$ cat src/rtl/map_read_arbiter.sv
//------------------------------------------------------------------------------
// map_read_arbiter: two-port arbiter for the single combinational map read port
// (A = tracer, high priority; B = overlay, starvation-protected).
// Option macro: MAP_ARB_ROUND_ROBIN_EN selects round-robin contention handling.
// Revision: 1.0
//------------------------------------------------------------------------------
`default_nettype none

module map_read_arbiter #(
  parameter int BITS         = 2,
  parameter int STARVE_LIMIT = 4
) (
  input  logic            clk,
  input  logic            reset_n,
  input  logic            a_req,
  input  logic [3:0]      a_row,
  input  logic [3:0]      a_col,
  output logic            a_ack,
  output logic [BITS-1:0] a_val,
  input  logic            b_req,
  input  logic [3:0]      b_row,
  input  logic [3:0]      b_col,
  output logic            b_ack,
  output logic [BITS-1:0] b_val,
  output logic [3:0]      map_row,
  output logic [3:0]      map_col,
  input  logic [BITS-1:0] map_val
);

  localparam logic [1:0] IDLE = 2'd0;
  localparam logic [1:0] READ = 2'd1;
  localparam logic [1:0] DONE = 2'd2;

  logic [1:0]      state_q, state_d;
  logic            owner_q, owner_d;   // 1 = B owns the current transaction
  logic            a_ack_q, a_ack_d;
  logic            b_ack_q, b_ack_d;
  logic [BITS-1:0] a_val_q, a_val_d;
  logic [BITS-1:0] b_val_q, b_val_d;
  logic [3:0]      map_row_q, map_row_d;
  logic [3:0]      map_col_q, map_col_d;
  logic            grant_b;

`ifdef MAP_ARB_ROUND_ROBIN_EN
  logic last_grant_q, last_grant_d;   // 1 = B granted last

  always_comb grant_b = b_req & (~a_req | ~last_grant_q);
`else
  localparam logic [3:0] LIMIT = 4'(STARVE_LIMIT);
  logic [3:0] starve_cnt_q, starve_cnt_d;

  always_comb grant_b = b_req & (~a_req | (starve_cnt_q >= LIMIT));
`endif

  always_comb begin
    state_d   = state_q;
    owner_d   = owner_q;
    a_ack_d   = a_ack_q;
    b_ack_d   = b_ack_q;
    a_val_d   = a_val_q;
    b_val_d   = b_val_q;
    map_row_d = map_row_q;
    map_col_d = map_col_q;
`ifdef MAP_ARB_ROUND_ROBIN_EN
    last_grant_d = last_grant_q;
`else
    starve_cnt_d = starve_cnt_q;
`endif
    case (state_q)
      IDLE: begin
        if (a_req || b_req) begin
          map_row_d = grant_b ? b_row : a_row;
          map_col_d = grant_b ? b_col : a_col;
          owner_d   = grant_b;
          state_d   = READ;
`ifdef MAP_ARB_ROUND_ROBIN_EN
          last_grant_d = grant_b;
`else
          // Only an A grant that actually made B wait counts toward starvation.
          starve_cnt_d = (grant_b || !b_req) ? 4'd0 : starve_cnt_q + 4'd1;
`endif
        end
      end
      READ: begin
        if (owner_q) begin
          b_val_d = map_val;
          b_ack_d = 1'b1;
        end else begin
          a_val_d = map_val;
          a_ack_d = 1'b1;
        end
        state_d = DONE;
      end
      DONE: begin
        a_ack_d = 1'b0;
        b_ack_d = 1'b0;
        state_d = IDLE;
      end
      default: begin
        a_ack_d = 1'b0;
        b_ack_d = 1'b0;
        state_d = IDLE;
      end
    endcase
  end

  always_ff @(posedge clk or negedge reset_n) begin
    if (!reset_n) begin
      state_q   <= IDLE;
      owner_q   <= 1'b0;
      a_ack_q   <= 1'b0;
      b_ack_q   <= 1'b0;
      a_val_q   <= '0;
      b_val_q   <= '0;
      map_row_q <= 4'd0;
      map_col_q <= 4'd0;
`ifdef MAP_ARB_ROUND_ROBIN_EN
      last_grant_q <= 1'b1;
`else
      starve_cnt_q <= 4'd0;
`endif
    end else begin
      state_q   <= state_d;
      owner_q   <= owner_d;
      a_ack_q   <= a_ack_d;
      b_ack_q   <= b_ack_d;
      a_val_q   <= a_val_d;
      b_val_q   <= b_val_d;
      map_row_q <= map_row_d;
      map_col_q <= map_col_d;
`ifdef MAP_ARB_ROUND_ROBIN_EN
      last_grant_q <= last_grant_d;
`else
      starve_cnt_q <= starve_cnt_d;
`endif
    end
  end

  assign a_ack   = a_ack_q;
  assign b_ack   = b_ack_q;
  assign a_val   = a_val_q;
  assign b_val   = b_val_q;
  assign map_row = map_row_q;
  assign map_col = map_col_q;

endmodule

`default_nettype wire

$ cat config.mk
export PLATFORM = sky130hd
export DESIGN_NAME = map_read_arbiter
export DESIGN_NICKNAME = d
export VERILOG_FILES = /design/src/rtl/map_read_arbiter.sv
export SDC_FILE = /design/constraint.sdc
export NUM_CORES = 1
export LEC_CHECK = 0
export ABC_AREA = 1
export BUFFER_PORTS_ARGS = -buffer_cell sky130_fd_sc_hd__buf_4
export CAP_MARGIN = 20
export CORE_MARGIN = 4
export CORE_UTILIZATION = 51
export DETAILED_ROUTE_END_ITERATION = 10
export GPL_TIMING_DRIVEN = 1
export PLACE_DENSITY_LB_ADDON = 0.05
export REMOVE_ABC_BUFFERS = 1
export SLEW_MARGIN = 20
export SYNTH_ARGS = -nofsm -noshare
export SYNTH_HDL_FRONTEND = slang
export SYNTH_SLANG_ARGS = --single-unit
$ cat constraint.sdc
create_clock -name clk -period 3 [get_ports clk]
set_input_delay 0.6 -clock clk [delete_from_list [all_inputs] [get_ports clk]]
set_output_delay 0.6 -clock clk [all_outputs]
set_load 0.02 [all_outputs]
==> run summary, run 1 <==
status = complete, no violations
critical path class = flip-flop to output port
Synth area leaders = dfrtp_1, nand2_1, inv_1
CORE AREA = 1760 sq um
VDD IR max = 0.497 mV
sequential share of the synthesized area = 53.6%
part of the power in combinational logic = 46.8%
synthesized flop and latch total = 21
switching share of power = 41.9%
first-pass GRT wire length = 3.45 mm
TNS Setup = 0 ns
clk root buf = clkbuf_4
vias per cell = 4.65
die height = 51.8 microns
largest net degree at the start of global routing = 22
fin nets = 184
Commonest cells post-synth = nand2_1, inv_1, dfrtp_1
Slew headroom = 61.6%
clock buffer count from CTS = 3
Leak Pwr = 0.764 nW
unrepaired setup endpoints after global routing = no
ys async rst share = 100%
DR iter-0 viols = 8
number of max-cap violations = 0
Finished Core Util = 72.6%
DRT Wirelength = 1.93 mm
Net Sw Power = 0.492 mW
initial antenna violation count = 0
largest delay contributor family on the critical path = flip-flops
ratio of cells with drive above 1 in the final layout = 28.1%
max-slew violations = 0
postcts setup bufs = 0
Max stage delay on crit path = 0.42 ns
Pwr Density = 916 nW/um^2
clk_lat worst skew = 0.30 ns
gr ovfl total = 0
slowest cell on the critical path = dfrtp_1
vias post-DR = 860
WP data arrival = 0.88 ns
CP Max Fanout = 2
CTS H-tree depth = 1
Ys Warns = 0
final hold slack = 0.153 ns
fin crit share = 49.4%
CTS resizes = 0
Post-synth EDFFs = 0
Setup Skew = 0.00479 ns
GR Util All Layers = 17.1%
Reg power frac = 41.7%
most common cell in the netlist = nand2_1
Top FF cell, synth = dfrtp_1
Synth cell types = 14
Avg Cell Area, Syn = 7.90 sq um
area leader, netlist = dfrtp_1
number of global-route vias before repair = 801
initial core utilization = 55.5%
Reg clk slew, reported paths = 0.12 ns
I/O Buffers = 35
worst hold path type = input pin to async pin
diode count = 0
die area = 2690 sq um
Ports = 36
Critical Path End Type = output port
Antenna Violating Nets Remaining = 0
hold buffers post-CTS = 0
cell area after placement = 1250 sq um
final instance area = 1280 sq um
clk buf depth = 2
Worst Max-Slew Pin Slew = 0.575 ns
Bufs and invs on worst path = 1
Power Total = 1.17 mW
Int Power = 0.682 mW
clock share of power = 11.4%
Synth Instances = 124
CTS tree = yes
Cell Area, Synth = 980 sq um
Critical Path RT = 2.40 ns
Detailed Place HPWL = 1.55 mm
Yosys top cell area share = 53.6%
DRT Pass-1 Iters = 4
Syn-to-layout area delta = 30.8%
# DRC = 0
RD Place Congestion = 0.807
die width = 51.8 microns
final hold vios = 0
crit-path cells = buf_4
drt wl/cell = 10.4 microns
Setup Viol. Count Final = 0
placement row count = 15
clk sinks = 21
startpoint class of the critical path = flip-flop
min Tclk post-route = 1.48 ns
fmax = 675 MHz
==> power by group through the flow <==
| stage | Clock, mW | Combinational [mW] | Sequential [mW] |
|---|---|---|---|
| final | 0.134 | 0.550 | 0.490 |
| after global routing | 0.151 | 0.613 | 0.508 |
| after CTS | 0.139 | 0.558 | 0.490 |
| after detailed placement | 0 | 0.558 | 0.493 |
| after global placement | 0 | 0.547 | 0.492 |
| after floorplan | 0 | 0.215 | 0.599 |
==> sequential cells by signal, summed over array words and instances (netlist names) <==
register,cells
map_col,4
map_row,4
starve_cnt_q,4
a_val,2
b_val,2
state_q,2
a_ack,1
b_ack,1
owner_q,1
==> path summary, 6_finish.rpt <==
path,start,endpoint,slack (ns),depth (start not counted)
setup reg to reg,state_q[1],starve_cnt_q[2],1.75,6
hold / removal,reset_n,a_val[0],0.15,1
setup / recovery,map_col[2],map_col[2],1.52,1
min in group clk,map_row[1],map_row[1],0.50,2
max in group asynchronous,reset_n,state_q[1],2.64,1
hold reg to reg,map_row[1],map_row[1],0.50,2
==> placed cells by master, fill, tap and decap left out <==
cell type,count
inv_1,26
dfrtp_1,21
nor2_1,3
nand2_1,38
o21bai_1,1
o21ai_0,7
nor2_2,2
buf_4,35
ha_1,1
inv_2,1
nand2_2,2
o21ai_2,1
clkbuf_4,3
clkinv_2,1
nand3_1,18
==> cell type report <==
type	instances	area, sq um
clock inverters	1	5.00
clock buffers	3	22.5
fillers	169	483
flip-flops and latches	21	526
inverters	27	101
repair buffers	35	263
well taps	25	31.3
multi-input cells	73	333
==> through the flow <==
stage                     std cells  worst slack (ns)
after global routing            185              1.44
after detailed placement        181              1.23
after global placement          181              1.26
final                           185              1.52
after CTS                       185              1.51
after floorplan                 121              1.62
==> routing by layer <==
metal | part of all wire [%] | GRT usage [%] | up-vias
met1 | 44 | 22.3 | 386
met2 | 47 | 27.4 | 28
met5 | 0 | 0 | -
li1 | - | - | 442
met4 | 1.2 | 5.24 | 0
met3 | 7.9 | 4.87 | 4
==> cells by family (layout without fill, tap and decap cells) <==
group           Yosys count  after routing  share of synthesized area (%)
buf+inv                  30             66                           12.4
fa+ha+maj                 1              1                           1.28
simple gates             63             63                           27.5
compound gates            9              9                           5.24
flops                    21             21                           53.6
No activity file was read; power rests on OpenSTA's default activity.
==> run 2, diff against run 1 <==
--- a/config.mk
+++ b/config.mk
@@ -9,7 +9,7 @@
 export BUFFER_PORTS_ARGS = -buffer_cell sky130_fd_sc_hd__buf_4
 export CAP_MARGIN = 20
 export CORE_MARGIN = 4
-export CORE_UTILIZATION = 51
+export CORE_UTILIZATION = 43
 export DETAILED_ROUTE_END_ITERATION = 10
 export GPL_TIMING_DRIVEN = 1
 export PLACE_DENSITY_LB_ADDON = 0.05
==> constraint.sdc (replaced) <==
create_clock -name clk -period 1.35 [get_ports clk]
set_input_delay 0.27 -clock clk [delete_from_list [all_inputs] [get_ports clk]]
set_output_delay 0.27 -clock clk [all_outputs]
set_load 0.02 [all_outputs]
==> run 2 against run 1 <==
Via count shrank 1.3%. Global-route usage shrank 3.1 points. Cell area grew 2.6%. Largest power group unchanged. Highest routed layer unchanged. Sequential power grew 120%. Clock skew shrank 0.0028 ns. Final cell count grew 3.2%.
==> run summary, run 2 (synthesized netlist as in run 1, its figures left out) <==
RD Place Congestion = 0.746
die height = 55.7 microns
CTS H-tree depth = 1
Setup Skew = 0.00196 ns
Reg clk slew, reported paths = 0.12 ns
Power Total = 2.65 mW
Critical Path RT = 1.55 ns
most frequent cells in the layout = nand2_1, buf_4, inv_1
fin crit share = 85.8%
clk_lat worst skew = 0.30 ns
Pwr Density = 2020 nW/um^2
# fillers = 223
I/O Buffers = 35
Setup Viol. Count Final = 0
vias per cell = 4.45
CP Max Fanout = 9
ratio of cells with drive above 1 in the final layout = 28.8%
min Tclk post-route = 1.16 ns
Hold Path Depth = 3
number of max-cap violations = 0
Detailed Place HPWL = 1.50 mm
diode count = 0
Reg power frac = 40.6%
die area = 3110 sq um
worst r2r path cells = 6
DRT Wirelength = 1.97 mm
Leak Pwr = 0.782 nW
# DRC = 0
number of global-route vias before repair = 790
CTS tree = yes
DRT Pass-1 Iters = 4
DR iter-0 viols = 8
Slew headroom = 80.2%
max-slew violations = 0
TNS Setup = 0 ns
unrepaired setup endpoints after global routing = no
clock share of power = 11.2%
startpoint class of the critical path = flip-flop
Int Power = 1.56 mW
initial antenna violation count = 0
gr ovfl total = 0
CORE AREA = 2190 sq um
FF-to-FF setup slack = 0.19 ns
critical path class = flip-flop to flip-flop
clk sinks = 21
hold_sp = map_val[1]
die width = 55.7 microns
clock buffer count from CTS = 3
status = complete, no violations
part of the power in combinational logic = 48.1%
initial core utilization = 44.7%
Ports = 36
clk buf depth = 2
final hold vios = 0
placement row count = 17
VDD IR max = 1.04 mV
Worst Max-Slew Pin Slew = 0.296 ns
worst hold path type = input pin to flip-flop
fin nets = 187
first-pass GRT wire length = 3.44 mm
FF-to-FF End = map_row[1]
Critical Path End Type = flip-flop
Hold Path Sink = a_val[1]
Net Sw Power = 1.09 mW
WP data arrival = 1.36 ns
fmax = 864 MHz
leading cell type in the layout, fill and taps excluded = nand2_1
worst r2r src = starve_cnt_q[3]
GR Util All Layers = 14.1%
Syn-to-layout area delta = 34.2%
largest net degree at the start of global routing = 22
Antenna Violating Nets Remaining = 0
drt wl/cell = 10.3 microns
vias post-DR = 849
switching share of power = 41.3%
clk root buf = clkbuf_4
==> run 2: repair_timing <==
action	CTS	global route
endpoints found under the setup margin	0	1
endpoints found under the hold margin	21	0
resized for setup	0	1
buffers inserted	0	0
hold buffers	1	0
==> run 2: how the worst max path moves through the flow <==
stage                            endpoint            start  cells past startpoint
after global routing           map_col[0]  starve_cnt_q[3]                      6
after global placement         map_row[1]  starve_cnt_q[2]                      6
after floorplan           starve_cnt_q[2]       state_q[1]                      6
after detailed placement       map_row[1]  starve_cnt_q[3]                      6
after CTS                      map_row[1]  starve_cnt_q[3]                      6
final                          map_row[1]  starve_cnt_q[3]                      6
==> run 2: power by group through the flow <==
stage               logic [mW]  clock network, mW  registers [mW]
floorplan                0.477                  0            1.33
global placement          1.27                  0            1.09
detailed placement        1.30                  0            1.09
CTS                       1.30              0.320            1.08
global route              1.44              0.354            1.12
finish                    1.28              0.298            1.08
==> run 2: stage by stage <==
step / worst slack [ns] / utilization [%] / instance area, sq um / hold WS (ns) / std cells
2_1_floorplan: 0.281 / - / 960 / -0.0256 / 121
3_3_place_gp: 0.172 / 58.1 / 1270 / 0.164 / 186
3_5_place_dp: 0.159 / 58.1 / 1270 / 0.171 / 186
4_1_cts: 0.151 / 59.8 / 1310 / 0.220 / 191
5_1_grt: 0.0344 / 60.0 / 1320 / 0.237 / 191
6_report: 0.192 / 60.0 / 1320 / 0.233 / 191
==> run 2: layer usage <==
| layer | part of all wire [%] | wire, microns | vias up | track usage, % |
|---|---|---|---|---|
| met2 | 46 | 902 | 21 | 21.5 |
| met4 | 0.96 | 19 | 0 | 6.25 |
| met5 | 0 | 0 | - | 0 |
| met3 | 5.9 | 116 | 2 | 3.48 |
| met1 | 47 | 934 | 375 | 18.8 |
| li1 | - | - | 451 | - |
==> run 2: worst max-delay path, stage by stage (launching register included) <==
cell and delay (ns):
dfrtp_1 0.40, nor2_1 0.16, nand2_2 0.16, nand2_4 0.15, nand2_1 0.06, nand3_1 0.07
nand2_1 0.05
==> run 2: cell type report <==
type | count | area [sq um] | share of cell area, %
Multi-Input combinational cell | 73 | 338 | 25.7
Timing Repair Buffer | 38 | 288 | 21.9
Sequential cell | 21 | 526 | 40.0
Inverter | 27 | 101 | 7.71
Clock inverter | 1 | 5.00 | 0.381
Tap cell | 28 | 35.0 | 2.66
Clock buffer | 3 | 22.5 | 1.71
